`config.mk`:
```
export PLATFORM = sky130hd
export DESIGN_NAME = nes_joypad_port
export DESIGN_NICKNAME = d
export VERILOG_FILES = /design/src/rtl/nes_joypad_port.sv
export SDC_FILE = /design/constraint.sdc
export NUM_CORES = 1
export LEC_CHECK = 0
export CAP_MARGIN = 10
export CORE_MARGIN = 5
export CORE_UTILIZATION = 39
export CTS_BUF_LIST = sky130_fd_sc_hd__clkbuf_2
export DETAILED_ROUTE_END_ITERATION = 8
export GPL_ROUTABILITY_DRIVEN = 0
export PLACE_DENSITY = 0.87
export SYNTH_ARGS = -nofsm -noshare
export SYNTH_HDL_FRONTEND = slang
export SYNTH_SLANG_ARGS = --single-unit
```
`constraint.sdc`:
```
create_clock -name Clk -period 1.4 [get_ports Clk]
set_input_delay 0.28 -clock Clk [delete_from_list [all_inputs] [get_ports Clk]]
set_output_delay 0.28 -clock Clk [all_outputs]
set_load 0.03 [all_outputs]
```
`src/rtl/nes_joypad_port.sv`:
```
// ---------------------------------------------------------------------------
// nes_joypad_port
//
// NES player-1 controller port. It sits directly downstream of the SOC
// keycode export and turns a USB HID keycode into the 8-bit NES button
// vector. It also implements the CPU-visible joypad registers:
//   $4016 write : bit0 sets the strobe latch
//   $4016 read  : serial shift-out of the latched buttons, LSB first
//   $4017 read  : fixed response (no player 2 is attached)
// Writes to $4017 are ignored because that address belongs to the APU
// frame counter.
//
// Optional feature: define NES_JOYPAD_TURBO_EN to add turbo A (U) and
// turbo B (I) keys, driven by a free-running phase toggle that flips every
// TURBO_PERIOD CPU cycle enables.
//
// Ports
//   Clk          in   system clock (MCLK domain)
//   Reset_n      in   asynchronous active-low reset
//   cpu_ce       in   one-Clk pulse per CPU bus cycle
//   cpu_addr     in   [15:0] CPU address
//   cpu_rw_n     in   1 = read, 0 = write
//   cpu_din      in   [7:0] CPU write data
//   keycode      in   [7:0] USB HID keycode, 0 = no key
//   cpu_dout     out  [7:0] read data (combinational)
//   cpu_dout_en  out  high while this block drives the read bus
//   buttons_dbg  out  [7:0] registered button vector for the LEDs
// ---------------------------------------------------------------------------
module nes_joypad_port #(
  parameter int unsigned TURBO_PERIOD = 59659,
  parameter logic [7:0]  OPEN_BUS     = 8'h40
) (
  input  logic        Clk,
  input  logic        Reset_n,
  input  logic        cpu_ce,
  input  logic [15:0] cpu_addr,
  input  logic        cpu_rw_n,
  input  logic [7:0]  cpu_din,
  input  logic [7:0]  keycode,
  output logic [7:0]  cpu_dout,
  output logic        cpu_dout_en,
  output logic [7:0]  buttons_dbg
);

  localparam logic [15:0] ADDR_JOY1 = 16'h4016;
  localparam logic [15:0] ADDR_JOY2 = 16'h4017;

  logic [7:0] r_btn_q;
  logic       r_strobe;
  logic [7:0] r_sr;

  logic [7:0] w_btn_dec;
  logic       w_hit_joy1;
  logic       w_hit_joy2;
  logic       w_wr_joy1;
  logic       w_rd_joy1;
  logic       w_unused_din;

  // Only bit0 of a $4016 write means anything to the controller.
  assign w_unused_din = ^cpu_din[7:1];

  assign w_hit_joy1 = (cpu_addr == ADDR_JOY1);
  assign w_hit_joy2 = (cpu_addr == ADDR_JOY2);
  assign w_wr_joy1  = cpu_ce & ~cpu_rw_n & w_hit_joy1;
  assign w_rd_joy1  = cpu_ce &  cpu_rw_n & w_hit_joy1;

`ifdef NES_JOYPAD_TURBO_EN
  // Counter width covers 0..TURBO_PERIOD-1; guard the degenerate period.
  localparam int unsigned CNT_W = (TURBO_PERIOD > 1) ? $clog2(TURBO_PERIOD) : 1;
  localparam logic [CNT_W-1:0] CNT_LAST = CNT_W'(TURBO_PERIOD - 1);

  logic [CNT_W-1:0] r_turbo_cnt;
  logic             r_turbo_phase;

  // Free-running turbo timebase: it keeps counting whether or not a turbo
  // key is held, so pressing turbo joins the rhythm already in progress.
  always_ff @(posedge Clk or negedge Reset_n) begin
    if (!Reset_n) begin
      r_turbo_cnt   <= '0;
      r_turbo_phase <= 1'b0;
    end else if (cpu_ce) begin
      if (r_turbo_cnt == CNT_LAST) begin
        r_turbo_cnt   <= '0;
        r_turbo_phase <= ~r_turbo_phase;
      end else begin
        r_turbo_cnt <= r_turbo_cnt + 1'b1;
      end
    end
  end
`endif

  // Keycode to one-hot button decode. A single keycode can only ever
  // select one button, so the vector has at most one bit set.
  always_comb begin
    w_btn_dec = 8'h00;
    case (keycode)
      8'h0E:   w_btn_dec = 8'h01;  // K     -> A
      8'h0D:   w_btn_dec = 8'h02;  // J     -> B
      8'h2C:   w_btn_dec = 8'h04;  // Space -> Select
      8'h28:   w_btn_dec = 8'h08;  // Enter -> Start
      8'h1A:   w_btn_dec = 8'h10;  // W     -> Up
      8'h16:   w_btn_dec = 8'h20;  // S     -> Down
      8'h04:   w_btn_dec = 8'h40;  // A     -> Left
      8'h07:   w_btn_dec = 8'h80;  // D     -> Right
`ifdef NES_JOYPAD_TURBO_EN
      8'h18:   w_btn_dec = {7'b0, r_turbo_phase};        // U -> turbo A
      8'h0C:   w_btn_dec = {6'b0, r_turbo_phase, 1'b0};  // I -> turbo B
`endif
      default: w_btn_dec = 8'h00;
    endcase
  end

  // Register the decoded buttons every clock so the shift register and the
  // LEDs see a glitch-free vector one cycle after the keycode.
  always_ff @(posedge Clk or negedge Reset_n) begin
    if (!Reset_n) begin
      r_btn_q <= 8'h00;
    end else begin
      r_btn_q <= w_btn_dec;
    end
  end

  // Strobe latch. $4017 writes go to the APU frame counter, not here.
  always_ff @(posedge Clk or negedge Reset_n) begin
    if (!Reset_n) begin
      r_strobe <= 1'b0;
    end else if (w_wr_joy1) begin
      r_strobe <= cpu_din[0];
    end
  end

  // Shift register. While strobe is high it reloads continuously, so the
  // value left behind by the 1->0 write is the buttons seen in that very
  // cycle. Reads shift in ones from the top, which is why the ninth and
  // later reads return 1, and why the post-reset value of all ones also
  // reads back as 1.
  always_ff @(posedge Clk or negedge Reset_n) begin
    if (!Reset_n) begin
      r_sr <= 8'hFF;
    end else if (r_strobe) begin
      r_sr <= r_btn_q;
    end else if (w_rd_joy1) begin
      r_sr <= {1'b1, r_sr[7:1]};
    end
  end

  // Read mux. The enable is deliberately not qualified by cpu_ce so the
  // bus arbiter sees a stable select for the whole address phase.
  always_comb begin
    cpu_dout    = 8'h00;
    cpu_dout_en = 1'b0;
    if (cpu_rw_n && w_hit_joy1) begin
      cpu_dout    = {OPEN_BUS[7:1], (r_strobe ? r_btn_q[0] : r_sr[0])};
      cpu_dout_en = 1'b1;
    end else if (cpu_rw_n && w_hit_joy2) begin
      cpu_dout    = {OPEN_BUS[7:1], 1'b0};
      cpu_dout_en = 1'b1;
    end
  end

  assign buttons_dbg = r_btn_q;

endmodule

```
==> impl_metrics.toml <==
[outcome]
status = "complete, but fails checks"
violations = "setup timing"

[timing]
rsz0062_at_grt = "yes"
setup_slack_ns = -0.08970
finalClockSkew_ns = 0.01266
finalHoldViolCount = 0
maxSlewViolCount = 0
fin_crit_sh_pct = 106.4
hold_ws_ns = 0.2792
max_clock_freq_ghz = 0.6713
min_period_ns = 1.490
finalSetupViolCount = 3

[clock_network]
clockBufferDepth = 2
cts_tree = "done"
path_clk_slew_ns = 0.17
cts_max_level = 1
cts.sinks = 17
root_buffer = "clkbuf_2"
clk_latency_ns = 0.28
numCtsBuffers = 3

[global_routing]
first_global_vias = 914
grt_pass1_wl_um = 4188
grt_max_degree = 18
grt.total_usage_pct = 15.46
antenna_found_initial = 0
grt-ovfl-total = 0

[setup_path]
timing.critical_path.max_delay_family = "simple AND/OR/NAND/NOR gates"
r2r-end = "r_strobe"
path_cells = "buf_2 -> nor4b_4 -> nand4_4 -> nor3_4 -> buf_6"
r2r_cells = 2
reg2reg_from = "r_strobe"
cp.required_ns = 1.12
end_kind = "primary output"
max_stage_delay_ns = 0.32
critPathMaxFanout = 2
path_buf_inv = 2
path_class = "input port to primary output"
rrSetupSlack_ns = 0.40
cp_slowest_cell = "nor4b_4"
startpoint_type = "input port"
critPathArrivalTime_ns = 1.21

[detailed_routing]
wl_per_cell_um = 14.15
via_per_inst = 5.000
routed-via-count = 875
dr.first_iter.drc_count = 24
wl_um = 2476
ant_nets = 0
drc = 0
first_pass_iters = 4

[synthesis]
synth_common_cells = "9 x dfrtp_1, 8 x a21oi_1, 8 x dfstp_2, 8 x nor2b_1"
synth.area.top_cells = "dfrtp_1 24%, dfstp_2 22%, nor4b_4 7.5%"
synth_top_area_cell = "dfrtp_1"
netlist_area_um2 = 953.4
synth-edff-count = 0
yosysSeqAreaShare_pct = 45.67
ys_warn_count = 0
synth.top_cell.area_share_pct = 23.62
synth-simple-area-share_pct = 30.58
synth_compound_area_share_pct = 12.99
synth_top_family_by_area = "simple AND/OR/NAND/NOR gates"
synth.ff_latch_count = 17
syn_inst = 90
yosysMostFrequentCell = "dfrtp_1"
muxShareOfSynthArea_pct = 2.231
yosysUniqueCellTypes = 29
avgSynthCellArea_um2 = 10.59
synth-xor-area-share_pct = 0
synth_fa_ha_area_share_pct = 0
async_flop_share_pct = 100.0
synthFlopType = "dfrtp_1"

[cells_and_area]
areaGrowthSynthToFinish_pct = 53.94
diodes = 0
nFillCells = 228
layout-drive-gt1-share_pct = 37.93
fin_nets = 182
post-route-util_pct = 60.90

[die]
initial_core_util_pct = 39.56
die_area_mm2 = 0.003534
die_x_um = 59.45
die_y_um = 59.45
core_area_mm2 = 0.002410
ioPinCount = 53
rows = 18

[pwr]
power.total_uw = 874.2
vdd_drop_max_mv = 0.4610
p_leak_nw = 0.6775
power_density_mw_per_mm2 = 595.7

[job]
maxCapViolCount = 0

[hold_path]
hp-class = "input port to asynchronous set/reset pin"

[placed_design]
numPortBuffers = 39
post-dp-hpwl_um = 2041
[repair_timing]
item | CTS | global route
resized for setup | 68 | 13
hold endpoints to repair | 0 | 0
hold buffers | 0 | 0
pin swaps | 6 | 4
buffers inserted | 5 | 1
setup endpoints to repair | 20 | 9
[per-stage QoR]
step,cell area [um^2],setup WS (ns),cells,TNS [ns]
CTS,1446,-0.1489,174,-0.1639
floorplan,983.4,-0.05298,95,-0.07029
detailed placement,1430,-0.5336,165,-5.657
global placement,1430,-0.4908,165,-4.832
finish,1468,-0.08970,175,-0.2446
global route,1468,-0.1728,175,-0.4856
[worst register-to-register path, delay by kind of cell (launching register included)]
kind / cells / cell delay [ns]
buf+inv: 1 / 0.19
flops: 1 / 0.43
mux: 1 / 0.28
[state kept, by name, indices dropped and copies added, names as in the netlist]
signal,count
r_strobe,1
r_sr,8
buttons_dbg,8
[worst max path at each step]
stage	start	end	depth (start not counted)
floorplan	cpu_addr[7]	cpu_dout[0]	3
global placement	cpu_addr[7]	cpu_dout[0]	5
detailed placement	cpu_addr[8]	cpu_dout[0]	5
CTS	cpu_addr[10]	cpu_dout[0]	5
global route	r_sr[0]	cpu_dout[0]	3
finish	cpu_addr[9]	cpu_dout[0]	5
[cell families (layout without fill, tap and decap cells)]
logic type      count (synthesis)  count (layout)
buf+inv                        11              61
simple gates                   36              36
compound gates                 23              23
flops                          17              17
other cells                     1               6
mux                             2               2
[report_power, final]
part	total, mW	switching [mW]	internal (mW)
sequential	0.496	0.00110	0.495
combinational	0.166	0.0781	0.0881
clock	0.212	0.147	0.0647
total	0.874	0.226	0.648
[metal layers]
layer,track usage [%],vias up,wire [um]
li1,-,425,-
met1,15.95,421,843
met2,29.95,25,1469
met3,3.268,4,115
met4,5.502,0,48
met5,0,-,0
[cell type report]
type / instances / area (um^2) / area share [%]
tap: 30 / 37.54 / 2.558
clock inverter: 1 / 5.005 / 0.3410
multi-input combinational: 67 / 480.5 / 32.74
timing repair buffer: 56 / 485.5 / 33.08
clock buffer: 3 / 15.01 / 1.023
sequential: 17 / 435.4 / 29.67
inverter: 1 / 8.758 / 0.5968
[cells in the final DEF, fill, tap and decap left out, types with 5 or more instances in the layout]
master,n
nor2b_1,8
clkdlybuf4s50_1,12
dfstp_2,8
clkbuf_2,5
dfrtp_1,9
buf_6,6
o21ai_0,5
clkdlybuf4s15_1,6
buf_4,15
a21oi_1,8
a31oi_1,6
conb_1,6
buf_2,9
(Power assumes the default switching activity.)
